File: src/rtl/addsub_pkg.sv
// Shared encodings for the add/sub arbiter: FSM states and opcode values.
package addsub_pkg;

  typedef enum logic [1:0] {
    ST_IDLE = 2'd0,
    ST_EXEC = 2'd1,
    ST_RESP = 2'd2
  } state_e;

  localparam logic OP_ADD = 1'b0;
  localparam logic OP_SUB = 1'b1;

endpackage

File: src/rtl/Add_Sub_Nbit.sv
// N-bit signed adder/subtractor with an exact (N+1)-bit result.
// k=0 gives A+B, k=1 gives A-B; purely combinational.
module Add_Sub_Nbit #(
  parameter int N = 32
) (
  input  logic [N-1:0] A,
  input  logic [N-1:0] B,
  input  logic         k,
  output logic [N:0]   S
);

  logic [N:0] a_ext;
  logic [N:0] b_ext;

  // Sign-extend by one bit so the sum or difference can never overflow.
  assign a_ext = {A[N-1], A};
  assign b_ext = {B[N-1], B} ^ {(N+1){k}};
  assign S     = a_ext + b_ext + {{N{1'b0}}, k};

endmodule

File: src/rtl/addsub_arbiter.sv
// Round-robin arbiter sharing one Add_Sub_Nbit among NREQ requesters.
// Operands are held for a multicycle window, then the result is returned on a valid/ready channel.
module addsub_arbiter
  import addsub_pkg::*;
#(
  parameter int N    = 32,
  parameter int NREQ = 4,
  parameter int LAT  = 2
) (
  input  logic                    clk,
  input  logic                    rst_n,
  input  logic [NREQ-1:0]         req_valid,
  input  logic [NREQ*N-1:0]       req_a,
  input  logic [NREQ*N-1:0]       req_b,
  input  logic [NREQ-1:0]         req_sub,
  output logic [NREQ-1:0]         req_ready,
  output logic                    resp_valid,
  input  logic                    resp_ready,
  output logic [N:0]              resp_data,
  output logic [$clog2(NREQ)-1:0] resp_id,
  output logic                    busy
);

  localparam int IDW = $clog2(NREQ);
  // The adder settles for LAT full cycles after the operand registers load,
  // so the capture edge is LAT+1 edges after acceptance.
  localparam logic [3:0] CNT_LOAD = 4'(LAT);

  state_e         state_q;
  logic [IDW-1:0] rr_ptr_q;
  logic [3:0]     cnt_q;
  logic [N-1:0]   a_q;
  logic [N-1:0]   b_q;
  logic           sub_q;
  logic [IDW-1:0] id_q;
  logic           resp_valid_q;
  logic [N:0]     resp_data_q;
  logic [IDW-1:0] resp_id_q;
  logic           busy_q;

  logic [N-1:0]   sel_a;
  logic [N-1:0]   sel_b;
  logic           sel_sub;
  logic [IDW-1:0] sel_id;
  logic [IDW-1:0] rr_ptr_d;
  logic [N:0]     sum;

  function automatic logic [NREQ-1:0] rr_pick(input logic [NREQ-1:0] v,
                                              input logic [IDW-1:0]  ptr);
    logic [NREQ-1:0] g;
    logic            found;
    int              idx;
    g     = '0;
    found = 1'b0;
    for (int i = 0; i < NREQ; i++) begin
      idx = (int'(ptr) + i) % NREQ;
      if (!found && v[idx]) begin
        g[idx] = 1'b1;
        found  = 1'b1;
      end
    end
    return g;
  endfunction

  // Grant is forced low while reset is asserted so it clears with the registers.
  always_comb begin
    req_ready = '0;
    if (rst_n && state_q == ST_IDLE) begin
      req_ready = rr_pick(req_valid, rr_ptr_q);
    end
  end

  always_comb begin
    sel_a   = '0;
    sel_b   = '0;
    sel_sub = OP_ADD;
    sel_id  = '0;
    for (int i = 0; i < NREQ; i++) begin
      if (req_ready[i]) begin
        sel_a   = req_a[i*N +: N];
        sel_b   = req_b[i*N +: N];
        sel_sub = req_sub[i] ? OP_SUB : OP_ADD;
        sel_id  = IDW'(i);
      end
    end
    rr_ptr_d = (sel_id == IDW'(NREQ - 1)) ? '0 : sel_id + 1'b1;
  end

  Add_Sub_Nbit #(.N(N)) u_addsub (
    .A (a_q),
    .B (b_q),
    .k (sub_q),
    .S (sum)
  );

  always_ff @(posedge clk or negedge rst_n) begin
    if (!rst_n) begin
      state_q      <= ST_IDLE;
      rr_ptr_q     <= '0;
      cnt_q        <= '0;
      a_q          <= '0;
      b_q          <= '0;
      sub_q        <= OP_ADD;
      id_q         <= '0;
      resp_valid_q <= 1'b0;
      resp_data_q  <= '0;
      resp_id_q    <= '0;
      busy_q       <= 1'b0;
    end else begin
      case (state_q)
        ST_IDLE: begin
          if (|req_ready) begin
            a_q      <= sel_a;
            b_q      <= sel_b;
            sub_q    <= sel_sub;
            id_q     <= sel_id;
            rr_ptr_q <= rr_ptr_d;
            cnt_q    <= CNT_LOAD;
            busy_q   <= 1'b1;
            state_q  <= ST_EXEC;
          end
        end
        ST_EXEC: begin
          if (cnt_q == '0) begin
            resp_data_q  <= sum;
            resp_id_q    <= id_q;
            resp_valid_q <= 1'b1;
            state_q      <= ST_RESP;
          end else begin
            cnt_q <= cnt_q - 1'b1;
          end
        end
        ST_RESP: begin
          if (resp_ready) begin
            resp_valid_q <= 1'b0;
            busy_q       <= 1'b0;
            state_q      <= ST_IDLE;
          end
        end
        default: begin
          state_q <= ST_IDLE;
          busy_q  <= 1'b0;
        end
      endcase
    end
  end

  assign resp_valid = resp_valid_q;
  assign resp_data  = resp_data_q;
  assign resp_id    = resp_id_q;
  assign busy       = busy_q;

endmodule

File: config.mk
export PLATFORM = sky130hd
export DESIGN_NAME = addsub_arbiter
export DESIGN_NICKNAME = d
export VERILOG_FILES = /design/src/rtl/addsub_pkg.sv /design/src/rtl/Add_Sub_Nbit.sv /design/src/rtl/addsub_arbiter.sv
export SDC_FILE = /design/constraint.sdc
export NUM_CORES = 1
export LEC_CHECK = 0
export CORE_UTILIZATION = 29
export DETAILED_ROUTE_END_ITERATION = 12
export PLACE_DENSITY = 0.63
export SETUP_SLACK_MARGIN = 0.2
export SYNTH_ARGS = -nofsm -noshare
export SYNTH_HDL_FRONTEND = slang
export SYNTH_SLANG_ARGS = --single-unit
File: constraint.sdc
create_clock -name clk -period 7.2 [get_ports clk]
set_clock_uncertainty 0.2 [all_clocks]
set_input_delay 1.44 -clock clk [delete_from_list [all_inputs] [get_ports clk]]
set_output_delay 1.44 -clock clk [all_outputs]
set_load 0.05 [all_outputs]
==> results.ini <==
[run_status]
run_status=complete, no violations

[placed_design]
place.port_buffers=307
detailed_place_hpwl_mm=22.0
gpl.final_weighted_congestion=0.885

[synthesis]
yosys-top-cells-area=sky130_fd_sc_hd__dfrtp_1 35%, sky130_fd_sc_hd__a221o_1 6.7%, sky130_fd_sc_hd__ha_1 6.4%, sky130_fd_sc_hd__nand2_1 5.2%, sky130_fd_sc_hd__xor2_1 5.2%
synth-async-reset-ratio_pct=100
syn-cell-area_um2=7960
synth_seq_cells=112
synthesis.area_per_instance_um2=8.71
post_synth_inst_count=914
synth_flop_cell=sky130_fd_sc_hd__dfrtp_1
yosysTopAreaCellShare_pct=35.2
yosys_warnings=0
synthDominantAreaCellType=sky130_fd_sc_hd__dfrtp_1
syn_nets=1223
netlist-cell-type-count=67
seq_area_frac_synth_pct=35.2
synth_edf_count=0

[grt]
wire_length_of_the_first_global_routing_pass_mm=44.2
gr-total-overflow=0
grt_pass1_vias=7708
gr-usage-all-layers_pct=20.4
antenna_violations_before_repair=0
maximum_number_of_pins_on_one_net_before_global_route_repair=66

[min_path]
hold_class=reg2reg

[setup_path]
rr_startpoint=rr_ptr_q[0]
critPathKind=in2out
regToRegEndpoint=a_q[17]
endpoint_kind=primary output
crit_path_launch_type=primary input
reg2reg_depth=11
worst_setup_path_startpoint=req_valid[2]
worst-path-max-fanout=8
setup.worst_path.end=req_ready[1]
crit_required_ns=5.56
cp_data_arrival_time_ns=4.24
reg2reg_setup_slack_ns=2.66

[floorplanning]
floorplan.die_area_um2=28100
die_height_um=168
rows=60
coreArea_um2=27000
initial_core_util_pct=29.5
chipWidth_um=168
num_io_pins=308

[timing]
setup_total_negative_slack_ns=0
rsz_0062_raised_after_global_routing=no
fin_crit_ns=5.88
timing.final.crit_share_pct=81.6
worst_slew_pin_slew_ns=1.20
finalSetupViolations=0
slew-limit-headroom_pct=20.2
timing_hold_violations_final=0
max_slew_violations=0
achievable-frequency_mhz=170

[clock_network]
total_of_hold_buffers_inserted_after_clock_tree_synthesis=0
insertion_delay_ns=0.37
tritoncts_num_sinks=112
cts-root-to-sink-buffers=2
cts_buffers=9
postCtsResizedCells=0
clk_pin_slew_worst_paths_ns=0.07
number_of_h_tree_levels=3
cts_setup_buffers=0
clock-root-buffer=sky130_fd_sc_hd__clkbuf_16
tritoncts=built

[final_layout]
layout.core_utilization_pct=42.7
final.fill_count=2674
ff_latch_area_um2=2800
net_total_in_the_final_layout=1487
antenna_cells_inserted=0
layout_cells_sized_above_1_pct=4.23
layout_common_cells=305 x sky130_fd_sc_hd__clkdlybuf4s50_1, 111 x sky130_fd_sc_hd__nand2_1, 111 x sky130_fd_sc_hd__dfrtp_1
multi_input_area_um2=4780
mostFrequentLayoutCell=sky130_fd_sc_hd__clkdlybuf4s50_1
synthToLayoutAreaGrowth_pct=44.6

[route]
drt_iter0_markers=515
drt_wl_total_mm=28.5
route.detailed.drc=0
antenna_violating_nets_post_route=0
first_pass_iters=7
route.detailed.vias_per_inst=5.15
num_vias=7854
drt-wirelength-per-cell_um=18.7

[pwr]
cellPowerDensity_nw_per_um2=515
leakage_nw=4.91
total_power_mw=5.93
vdd_drop_max_uv=182

[job]
drv.max_cap_violation_count=0

state kept, by name, indices dropped and copies added, names as in the netlist:
| register | cells |
|---|---|
| b_q | 32 |
| a_q | 32 |
| id_q | 2 |
| resp_valid | 1 |
| resp_data | 33 |
| rr_ptr_q | 2 |
| cnt_q | 4 |
| resp_id | 2 |
| busy | 1 |
| sub_q | 1 |
| state_q | 2 |
routing by layer:
metal	vias to the layer above	GRT usage (%)	part of all wire, %
met4	0	4.07	0.93
met2	246	32.7	46
li1	3894	-	-
met5	-	0	0
met1	3698	28.6	48
met3	16	3.57	4.9
worst min path at each step:
stage,start,to,slack [ns],depth (start not counted)
final,resp_data[22],resp_data[22],0.28,2
after global routing,id_q[1],id_q[1],0.30,1
after CTS,resp_data[22],resp_data[22],0.28,2
after detailed placement,busy,busy,0.27,2
after global placement,resp_data[22],resp_data[22],0.25,2
after floorplan,id_q[1],resp_id[1],0.24,2
area by class of cell:
| class | instances | share of cell area [%] |
|---|---|---|
| multi-input combinational | 725 | 41.6 |
| clock buffer | 10 | 1.99 |
| inverter | 14 | 0.457 |
| tap | 341 | 3.71 |
| timing repair buffer | 316 | 27.4 |
| clock inverter | 6 | 0.533 |
| sequential | 112 | 24.4 |
synth_stat cells, drive strengths merged, types with 5 or more instances:
cell type  instances
a21o              23
nor2              81
a221o             53
a22oi             16
nand2            111
nor3               9
clkbuf            29
o21a              11
a21oi             82
nand3              7
o21ai            115
inv               14
and3               8
dfrtp            112
ha                41
nand2b             7
a31oi              5
xnor2              8
buf               34
nand4              6
a211oi             5
a221oi            19
nor2b              8
o31ai              7
xor2              47
metrics by stage:
stage          hold WS, ns  area [um^2]  worst slack (ns)  std cells
2_1_floorplan        0.239         7960              2.29        914
3_3_place_gp         0.251        11200              1.36       1508
5_1_grt              0.299        11500              1.17       1524
4_1_cts              0.285        11500              1.32       1524
6_report             0.279        11500              1.32       1524
3_5_place_dp         0.265        11200              1.33       1508
worst max-delay path: stages:
cell and delay [ns]:
sky130_fd_sc_hd__clkdlybuf4s50_1 0.57, sky130_fd_sc_hd__or3b_1 0.36, sky130_fd_sc_hd__a211oi_1 0.40, sky130_fd_sc_hd__o311ai_1 0.20, sky130_fd_sc_hd__a31oi_4 0.36, sky130_fd_sc_hd__clkdlybuf4s50_1 0.89
kinds of logic (layout without fill, tap and decap cells):
family / Yosys count / after routing / share of synthesized area (%)
DFF: 112 / 112 / 35.2
buffers and inverters: 77 / 346 / 4.81
xor gates and xnor gates: 55 / 55 / 6.05
AOI/OAI and AO/OA: 359 / 359 / 31.0
adders and majority gates: 42 / 42 / 6.70
and+or+nand+nor: 260 / 260 / 14.5
muxes: 9 / 9 / 1.65
power breakdown:
| part | total, mW | internal (mW) | switching [mW] |
|---|---|---|---|
| combinational | 4.21 | 1.70 | 2.51 |
| sequential | 1.21 | 0.947 | 0.265 |
| clock | 0.504 | 0.244 | 0.259 |
| total | 5.93 | 2.89 | 3.04 |
Power figures use the tool's default switching activity.
